[config.mk]
export PLATFORM = sky130hd
export DESIGN_NAME = pmem_burst_sequencer_flat
export DESIGN_NICKNAME = d
export VERILOG_FILES = /design/src/rtl/pmem_burst_sequencer_if.sv /design/src/rtl/pmem_burst_sequencer.sv /design/src/flat_wrapper.sv
export SDC_FILE = /design/constraint.sdc
export NUM_CORES = 2
export LEC_CHECK = 0
export BUFFER_PORTS_ARGS = -buffer_cell sky130_fd_sc_hd__buf_2
export CORE_MARGIN = 4
export CORE_UTILIZATION = 30
export DETAILED_ROUTE_END_ITERATION = 10
export PLACE_DENSITY_LB_ADDON = 0.3
export SLEW_MARGIN = 20
export SYNTH_ARGS = -nofsm -noshare
export SYNTH_HDL_FRONTEND = slang
export SYNTH_SLANG_ARGS = --single-unit
[constraint.sdc]
create_clock -name clk -period 5.2 [get_ports clk]
set_clock_uncertainty 0.05 [all_clocks]
set_input_delay 0.52 -clock clk [delete_from_list [all_inputs] [get_ports clk]]
set_output_delay 0.52 -clock clk [all_outputs]
set_load 0.02 [all_outputs]
[src/rtl/pmem_burst_sequencer_if.sv]
// Line-request side and memory-burst side of the main-memory port.
// The sequencer takes the slave view; the arbiter/memory pair takes master.
interface pmem_burst_sequencer_if #(
    parameter int LINE_WIDTH = 256,
    parameter int BEAT_WIDTH = 64
);
    logic                  pmem_read_cla;
    logic                  pmem_write_cla;
    logic [31:0]           pmem_address_cla;
    logic [LINE_WIDTH-1:0] pmem_wdata_256_cla;
    logic                  pmem_resp_cla;
    logic [LINE_WIDTH-1:0] pmem_rdata_256_cla;
    logic                  burst_read;
    logic                  burst_write;
    logic [31:0]           burst_address;
    logic [BEAT_WIDTH-1:0] burst_wdata;
    logic [BEAT_WIDTH-1:0] burst_rdata;
    logic                  burst_resp;

    modport slave (
        input  pmem_read_cla,
        input  pmem_write_cla,
        input  pmem_address_cla,
        input  pmem_wdata_256_cla,
        output pmem_resp_cla,
        output pmem_rdata_256_cla,
        output burst_read,
        output burst_write,
        output burst_address,
        output burst_wdata,
        input  burst_rdata,
        input  burst_resp
    );

    modport master (
        output pmem_read_cla,
        output pmem_write_cla,
        output pmem_address_cla,
        output pmem_wdata_256_cla,
        input  pmem_resp_cla,
        input  pmem_rdata_256_cla,
        input  burst_read,
        input  burst_write,
        input  burst_address,
        input  burst_wdata,
        output burst_rdata,
        output burst_resp
    );
endinterface

[src/rtl/pmem_burst_sequencer.sv]
// Splits one cacheline read/write into a fixed burst of memory beats
// and returns a single-cycle line response when the burst completes.
module pmem_burst_sequencer #(
    parameter int LINE_WIDTH = 256,
    parameter int BEAT_WIDTH = 64
) (
    input  logic clk,
    input  logic rst,
    pmem_burst_sequencer_if.slave bus
);
    localparam int BEATS = LINE_WIDTH / BEAT_WIDTH;
    localparam int OFFSET_BITS = $clog2(LINE_WIDTH / 8);
    localparam int CNT_W = (BEATS > 1) ? $clog2(BEATS) : 1;
    localparam logic [CNT_W-1:0] LAST = CNT_W'(BEATS - 1);
    localparam logic [31:0] ALIGN_MASK = ~((32'd1 << OFFSET_BITS) - 32'd1);

    typedef enum logic [1:0] {IDLE, READ, WRITE, DONE} state_t;

    state_t                state;
    state_t                state_nxt;
    logic [CNT_W-1:0]      beat;
    logic [CNT_W-1:0]      beat_nxt;
    logic                  last_beat;
    logic [31:0]           addr_q;
    logic [LINE_WIDTH-1:0] wbuf_q;
    logic [LINE_WIDTH-1:0] rbuf_q;
    logic [LINE_WIDTH-1:0] rbuf_nxt;
    logic [LINE_WIDTH-1:0] rline_q;

    assign last_beat = bus.burst_resp && (beat == LAST);
    assign beat_nxt  = (beat == LAST) ? '0 : beat + 1'b1;

    always_ff @(posedge clk) begin
        if (rst) state <= IDLE;
        else     state <= state_nxt;
    end

    always_comb begin
        state_nxt = state;
        unique case (state)
            IDLE: begin
                if (bus.pmem_read_cla)       state_nxt = READ;
                else if (bus.pmem_write_cla) state_nxt = WRITE;
            end
            READ:    if (last_beat) state_nxt = DONE;
            WRITE:   if (last_beat) state_nxt = DONE;
            DONE:    state_nxt = IDLE;
            default: state_nxt = IDLE;
        endcase
    end

    always_comb begin
        rbuf_nxt = rbuf_q;
        rbuf_nxt[int'(beat)*BEAT_WIDTH +: BEAT_WIDTH] = bus.burst_rdata;
    end

    // Read line is published only on the final beat so the response
    // value stays stable across later writes and partial reads.
    always_ff @(posedge clk) begin
        if (rst) begin
            beat    <= '0;
            addr_q  <= '0;
            wbuf_q  <= '0;
            rbuf_q  <= '0;
            rline_q <= '0;
        end else begin
            unique case (state)
                IDLE: begin
                    if (bus.pmem_read_cla || bus.pmem_write_cla) begin
                        addr_q <= bus.pmem_address_cla & ALIGN_MASK;
                        beat   <= '0;
                        if (!bus.pmem_read_cla)
                            wbuf_q <= bus.pmem_wdata_256_cla;
                    end
                end
                READ: begin
                    if (bus.burst_resp) begin
                        rbuf_q <= rbuf_nxt;
                        beat   <= beat_nxt;
                        if (beat == LAST) rline_q <= rbuf_nxt;
                    end
                end
                WRITE: begin
                    if (bus.burst_resp) beat <= beat_nxt;
                end
                default: ;
            endcase
        end
    end

    always_comb begin
        bus.pmem_resp_cla      = (state == DONE);
        bus.pmem_rdata_256_cla = rline_q;
        bus.burst_read         = (state == READ);
        bus.burst_write        = (state == WRITE);
        bus.burst_address      = addr_q;
        bus.burst_wdata        = wbuf_q[int'(beat)*BEAT_WIDTH +: BEAT_WIDTH];
    end
endmodule

[src/flat_wrapper.sv]
// flat-port wrapper written by rule: the top's interface ports become plain ports
module pmem_burst_sequencer_flat 
#(
    parameter int LINE_WIDTH = 256,
    parameter int BEAT_WIDTH = 64
)
  (clk, rst, bus_pmem_read_cla, bus_pmem_write_cla, bus_pmem_address_cla, bus_pmem_wdata_256_cla, bus_pmem_resp_cla, bus_pmem_rdata_256_cla, bus_burst_read, bus_burst_write, bus_burst_address, bus_burst_wdata, bus_burst_rdata, bus_burst_resp);
  pmem_burst_sequencer_if #(.LINE_WIDTH(LINE_WIDTH), .BEAT_WIDTH(BEAT_WIDTH)) bus_i ();
  input  logic clk;
  input  logic rst;
  input wire logic [$bits(bus_i.pmem_read_cla)-1:0] bus_pmem_read_cla;
  input wire logic [$bits(bus_i.pmem_write_cla)-1:0] bus_pmem_write_cla;
  input wire logic [$bits(bus_i.pmem_address_cla)-1:0] bus_pmem_address_cla;
  input wire logic [$bits(bus_i.pmem_wdata_256_cla)-1:0] bus_pmem_wdata_256_cla;
  output wire logic [$bits(bus_i.pmem_resp_cla)-1:0] bus_pmem_resp_cla;
  output wire logic [$bits(bus_i.pmem_rdata_256_cla)-1:0] bus_pmem_rdata_256_cla;
  output wire logic [$bits(bus_i.burst_read)-1:0] bus_burst_read;
  output wire logic [$bits(bus_i.burst_write)-1:0] bus_burst_write;
  output wire logic [$bits(bus_i.burst_address)-1:0] bus_burst_address;
  output wire logic [$bits(bus_i.burst_wdata)-1:0] bus_burst_wdata;
  input wire logic [$bits(bus_i.burst_rdata)-1:0] bus_burst_rdata;
  input wire logic [$bits(bus_i.burst_resp)-1:0] bus_burst_resp;
  assign bus_i.pmem_read_cla = bus_pmem_read_cla;
  assign bus_i.pmem_write_cla = bus_pmem_write_cla;
  assign bus_i.pmem_address_cla = bus_pmem_address_cla;
  assign bus_i.pmem_wdata_256_cla = bus_pmem_wdata_256_cla;
  assign bus_pmem_resp_cla = bus_i.pmem_resp_cla;
  assign bus_pmem_rdata_256_cla = bus_i.pmem_rdata_256_cla;
  assign bus_burst_read = bus_i.burst_read;
  assign bus_burst_write = bus_i.burst_write;
  assign bus_burst_address = bus_i.burst_address;
  assign bus_burst_wdata = bus_i.burst_wdata;
  assign bus_i.burst_rdata = bus_burst_rdata;
  assign bus_i.burst_resp = bus_burst_resp;
  pmem_burst_sequencer #(.LINE_WIDTH(LINE_WIDTH), .BEAT_WIDTH(BEAT_WIDTH)) u_core (.clk(clk), .rst(rst), .bus(bus_i));
endmodule
After elaboration in Yosys (flattened, before gate mapping):

Index checks and enable logic that the tools add are counted.

* $add $sub $neg: 2
* eq/ne operators: 8
* shift operators: 3
* muxes and demuxes: 9
* bitwise operators: 1
* reductions and logical operators: 11

Operators by type and width (count)
* $bwmux W256: 1
* $shift A64 B33 Y256 const A: 1
* $shiftx A256 B9 Y64: 1
* $shiftx A64 B33 Y256: 1
* $neg A8 Y33: 1
* $mux W2: 6
* $reduce_and A3 Y1: 3
* $eq A2 B2 Y1 const B: 3
* $ne A2 B1 Y1 const B: 3
* $pmux W2 S3: 1
* $reduce_and A2 Y1: 3
* $pmux W2 S2: 1
* $ne A3 B3 Y1 const B: 1
* $add A2 B1 Y2 const B: 1
* $eq A2 B1 Y1 const B: 1
* $logic_not A2 Y1: 1
* $reduce_bool A2 Y1: 1
* $reduce_or A2 Y1: 1
* $logic_and A1 B1 Y1: 1
* $logic_or A1 B1 Y1: 1
* $not A1 Y1: 1

* register bits after elaboration: 799
* bits of input ports: 357
* output and inout bits: 355
* logic and storage cells: 40

Logic depth before layout (Yosys ltp):

* word-level depth: 4
* depth in mapped cells: 11
* mapped depth without buffers: 5

Worst setup path after synthesis:

OpenSTA, ideal clock, no wires.

* path type: reg2reg
* start point: reg u_core.beat[1]
* end point: reg u_core.rline_q[58] (netlist: u_core.bus.pmem_rdata_256_cla[58])
* setup time: 123 ps
* arrival time: 2221 ps
* data required time: 5027 ps
* slack: 2806 ps
* stages on the path, launching flop included: 10
* buffers on the path: 4
* clock period less this slack: 2394 ps
* path through: dfxtp_1 buf_2 buf_1 inv_1 ha_1 and4bb_2 buf_2 buf_2 a221oi_1 nor2_1

* longest elaborated chain between the ends: 3
* elaborated cells between the ends (all ways): 6
* those cells by class: 1 x add/sub; 1 x eq/ne; 2 x shift; 1 x mux; 1 x reduce/logical

RTL lines
* start: declaration: RTL line pmem_burst_sequencer.sv:21 `logic [CNT_W-1:0] beat;`
* start signal: assignment: RTL line pmem_burst_sequencer.sv:79 `beat <= beat_nxt;`
* start signal: assignment: RTL line pmem_burst_sequencer.sv:84 `if (bus.burst_resp) beat <= beat_nxt;`
* $neg A8 Y33: RTL line pmem_burst_sequencer.sv:54 `rbuf_nxt[int'(beat)*BEAT_WIDTH +: BEAT_WIDTH] = bus.burst_rdata;`
* $shiftx A64 B33 Y256 or $shift A64 B33 Y256 (tied branches): RTL line pmem_burst_sequencer.sv:54
* $bwmux W256: RTL line pmem_burst_sequencer.sv:54
* end signal: assignment: RTL line pmem_burst_sequencer.sv:80 `if (beat == LAST) rline_q <= rbuf_nxt;`
* end: declaration: RTL line pmem_burst_sequencer.sv:28 `logic [LINE_WIDTH-1:0] rline_q;`

Several ways; a longest one is shown, not always the timed one.
A chain may end at the register's enable or synchronous reset.

Final worst setup path:

* start point: reg u_core.beat[0]
* end point: out bus_burst_wdata[19]

* longest elaborated chain between the ends: 1

RTL lines
* $shiftx A256 B9 Y64: RTL line pmem_burst_sequencer.sv:97 `bus.burst_wdata = wbuf_q[int'(beat)*BEAT_WIDTH +: BEAT_WIDTH];`
* end: declaration: RTL line flat_wrapper.sv:20 `output wire logic [$bits(bus_i.burst_wdata)-1:0] bus_burst_wdata;`

Every way passes these cells.

==> run_results.csv <==
group,metric,value,unit
placement,dp_worst_setup_slack,1.83,ns
sta,fmax,285,MHz
layout,fin_area,36800,µm²
sta,hold_viol,0,
setup_path,startpoint_type,"register",
yosys,ys_warn_count,0,
sta,finalCritPeriodShare,67.6,%
layout,fill_cells,9944,
grt,grt_max_degree,224,
clocking,cts_max_path_buffers,3,
grt,overflow,0,
clocking,h-tree-depth,3,
sta,maxSlewViolCount,0,
setup_path,timing.rr.end,"u_core.bus.pmem_rdata_256_cla[121]$_SDFFE_PP0P_",
setup_path,critPathRequiredTime,4.63,ns
placement,post_dp_cell_area,33000,µm²
grt,grt_pass1_vias,26100,
route,drt_pass1_iterations,6,
worst_hold_path,hold_depth,3,
worst_hold_path,hold_class,"primary input to register",
route,drc,0,
setup_path,crit_type,"register to output port",
clocking,numCtsBuffers,84,
yosys,yosysTopAreaCell,"dfxtp_1",
layout,layout-drive-gt1-share,24.0,%
run,drv_cap,0,
floorplanning,die_area,102000,µm²
worst_hold_path,min_to,"u_core.wbuf_q[232]$_SDFFE_PP0P_",
clocking,path_clk_slew,0.06,ns
floorplanning,io_pins,712,
grt,grt_antenna_before_repair,45,
power,power.density,411,nW/µm²
yosys,synth_area,29100,µm²
layout,final_util,38.5,%
setup_path,setup.worst_path.end_class,"output port",
sta,worst_slew_pin_slew,1.13,ns
yosys,avgSynthCellArea,8.61,µm²
clocking,insertion_delay,0.65,ns
floorplanning,core_area,95600,µm²
yosys,synth_seq_area_share,50.5,%
clocking,cts_root_buf,"clkbuf_16",
yosys,synth.area.top_cells,"dfxtp_1 (51%), a21oi_1 (9.2%), nand2_1 (9.0%)",
route,routedWlPerCell,20.7,µm
placement,dpl.cell_count,5020,
yosys,synth-main-ff-cell,"dfxtp_1",
floorplanning,die_y,319,µm
grt,grt_first_pass_wirelength,164000,µm
placement,numPortBuffers,701,
sta,worst_slack,1.69,ns
sta,fin_crit,3.51,ns
setup_path,r2r-start,"u_core.beat[0]$_SDFFE_PP0P_",
layout,layout.cells.non_filler,5290,
sta,worst_slew_margin_rel,24.7,%
route,finalWirelength,109000,µm
route,via_count,27300,
sta,finalSetupTns,0,ns
clocking,cts_sinks,735,
setup_path,rrSetupSlack,1.88,ns
grt,grt_usage,20.4,%
yosys,synth-edff-count,0,
yosys,synth_seq_cells,735,
placement,hpwl,69400,µm
floorplanning,fp.dieW,319,µm
floorplanning,start_util,30.5,%
setup_path,worstPathMaxFanout,30,
power,power_leakage,0.0147,µW
yosys,postSynth.asyncResetShare,0,%
route,drt_iter0_drc,2521,
placement,gp_congestion,0.860,
sta,setup_violations,0,
route,ant_nets,0,
setup_path,worstRegToRegCells,6,
status,status,"finished, final reports clean",
sta,grt_setup_unrepaired,"no",
setup_path,cp.arrival,2.94,ns
floorplanning,rows,113,
yosys,ys_types,42,
worst_hold_path,min-delay-start,"bus_pmem_wdata_256_cla[232]",
route,vias_per_cell,5.16,
yosys,netlist.area_leader.share,50.5,%
layout,nets,4304,
layout,synthToLayoutAreaGrowth,26.4,%
yosys,synthCells,3380,
clocking,cts-resized-gates,0,
power,irDropWorstVdd,0.267,mV
clocking,cts_tree,"yes",
[worst max-delay path by stage]
stage	from	endpoint	slack, ns
CTS	u_core.beat[0]$_SDFFE_PP0P_	bus_burst_wdata[19]	1.53
global route	u_core.beat[0]$_SDFFE_PP0P_	bus_burst_wdata[19]	1.45
floorplan	u_core.beat[1]$_SDFFE_PP0P_	u_core.bus.pmem_rdata_256_cla[58]$_SDFFE_PP0P_	2.81
global placement	u_core.beat[0]$_SDFFE_PP0P_	u_core.bus.pmem_rdata_256_cla[119]$_SDFFE_PP0P_	1.88
finish	u_core.beat[0]$_SDFFE_PP0P_	bus_burst_wdata[19]	1.69
detailed placement	u_core.beat[0]$_SDFFE_PP0P_	u_core.bus.pmem_rdata_256_cla[119]$_SDFFE_PP0P_	1.83
[synthesized netlist by cell type (2+ instances only)]
cell type / instances
a21oi_1: 535
o21ai_0: 194
inv_1: 6
ha_1: 10
dfxtp_1: 735
buf_6: 17
buf_4: 19
inv_2: 2
nor2b_1: 64
buf_2: 126
and4bb_2: 2
clkbuf_2: 2
and3_1: 2
buf_1: 22
and3b_1: 2
nand3b_1: 31
nand3_1: 119
a32oi_1: 128
o311a_1: 2
nand4b_1: 14
nor2_1: 228
a31oi_1: 63
a221oi_1: 98
clkbuf_1: 183
nand2_1: 696
mux4_2: 64
[metal layers]
metal | track usage [%] | vias up | wire length (µm) | share of wire (%)
li1 | - | 13000 | - | -
met1 | 25.7 | 13100 | 45600 | 42
met2 | 33.0 | 1022 | 51200 | 47
met3 | 5.73 | 191 | 8820 | 8.1
met4 | 7.89 | 26 | 3650 | 3.3
met5 | 0 | - | 168 | 0.15
[per-stage QoR]
| stage | total power (µW) | hold WS [ns] |
|---|---|---|
| after floorplan | 8280 | 0.377 |
| after global placement | 9270 | 0.383 |
| after detailed placement | 9300 | 0.389 |
| after CTS | 15300 | 0.0000518 |
| after global routing | 15800 | 0.0162 |
| final | 15100 | 0.0511 |
[worst max-delay path, stage by stage (launching register included)]
cell     delay (ns)
dfxtp_4        0.77
buf_4          0.65
mux4_2         0.65
buf_2          0.20
[layout by cell type, fill, tap and decap left out, types with 64 or more instances in the layout]
| master | instances |
|---|---|
| a32oi_1 | 128 |
| dfxtp_1 | 733 |
| a21oi_1 | 535 |
| nor2_1 | 228 |
| dlygate4sd3_1 | 96 |
| nand3_1 | 115 |
| mux4_2 | 64 |
| buf_2 | 700 |
| nor2b_1 | 64 |
| o21ai_0 | 194 |
| a221oi_1 | 98 |
| clkbuf_16 | 85 |
| nand2_1 | 696 |
[cells by family after synthesis]
logic type      synth area share, %
flops                          50.5
other cells                  0.0129
buf+inv                        6.09
mux                            4.95
compound gates                 21.0
simple gates                   17.0
fa+ha+maj                     0.430
[report_power, final]
group | internal, µW | switching [µW] | leakage, µW
Clock | 3410 | 2470 | 0.00135
Sequential | 5950 | 214 | 0.00595
Combinational | 912 | 2150 | 0.00736
[cell type report]
class	instances	area [µm²]	share of cell area [%]
flip-flops and latches	735	14700	40.0
repair buffers	836	4920	13.4
inverters	8	32.5	0.0884
well taps	1265	1580	4.30
clock inverters	32	322	0.874
diodes	25	62.6	0.170
multi-input cells	2272	12700	34.6
clock buffers	117	2420	6.57
[registers in the layout (all words and copies together), names as in the netlist]
name                           cells
u_core.state                       2
u_core.bus.pmem_rdata_256_cla    256
u_core.bus.burst_address          27
u_core.rbuf_q                    192
u_core.wbuf_q                    256
u_core.beat                        2
[repair_timing]
item	4_1_cts	5_1_grt
buffers inserted	0	0
hold endpoints to repair	96	0
endpoints found under the setup margin	0	0
hold buffers	96	0
Note: power is estimated with default switching activity, not from simulation.
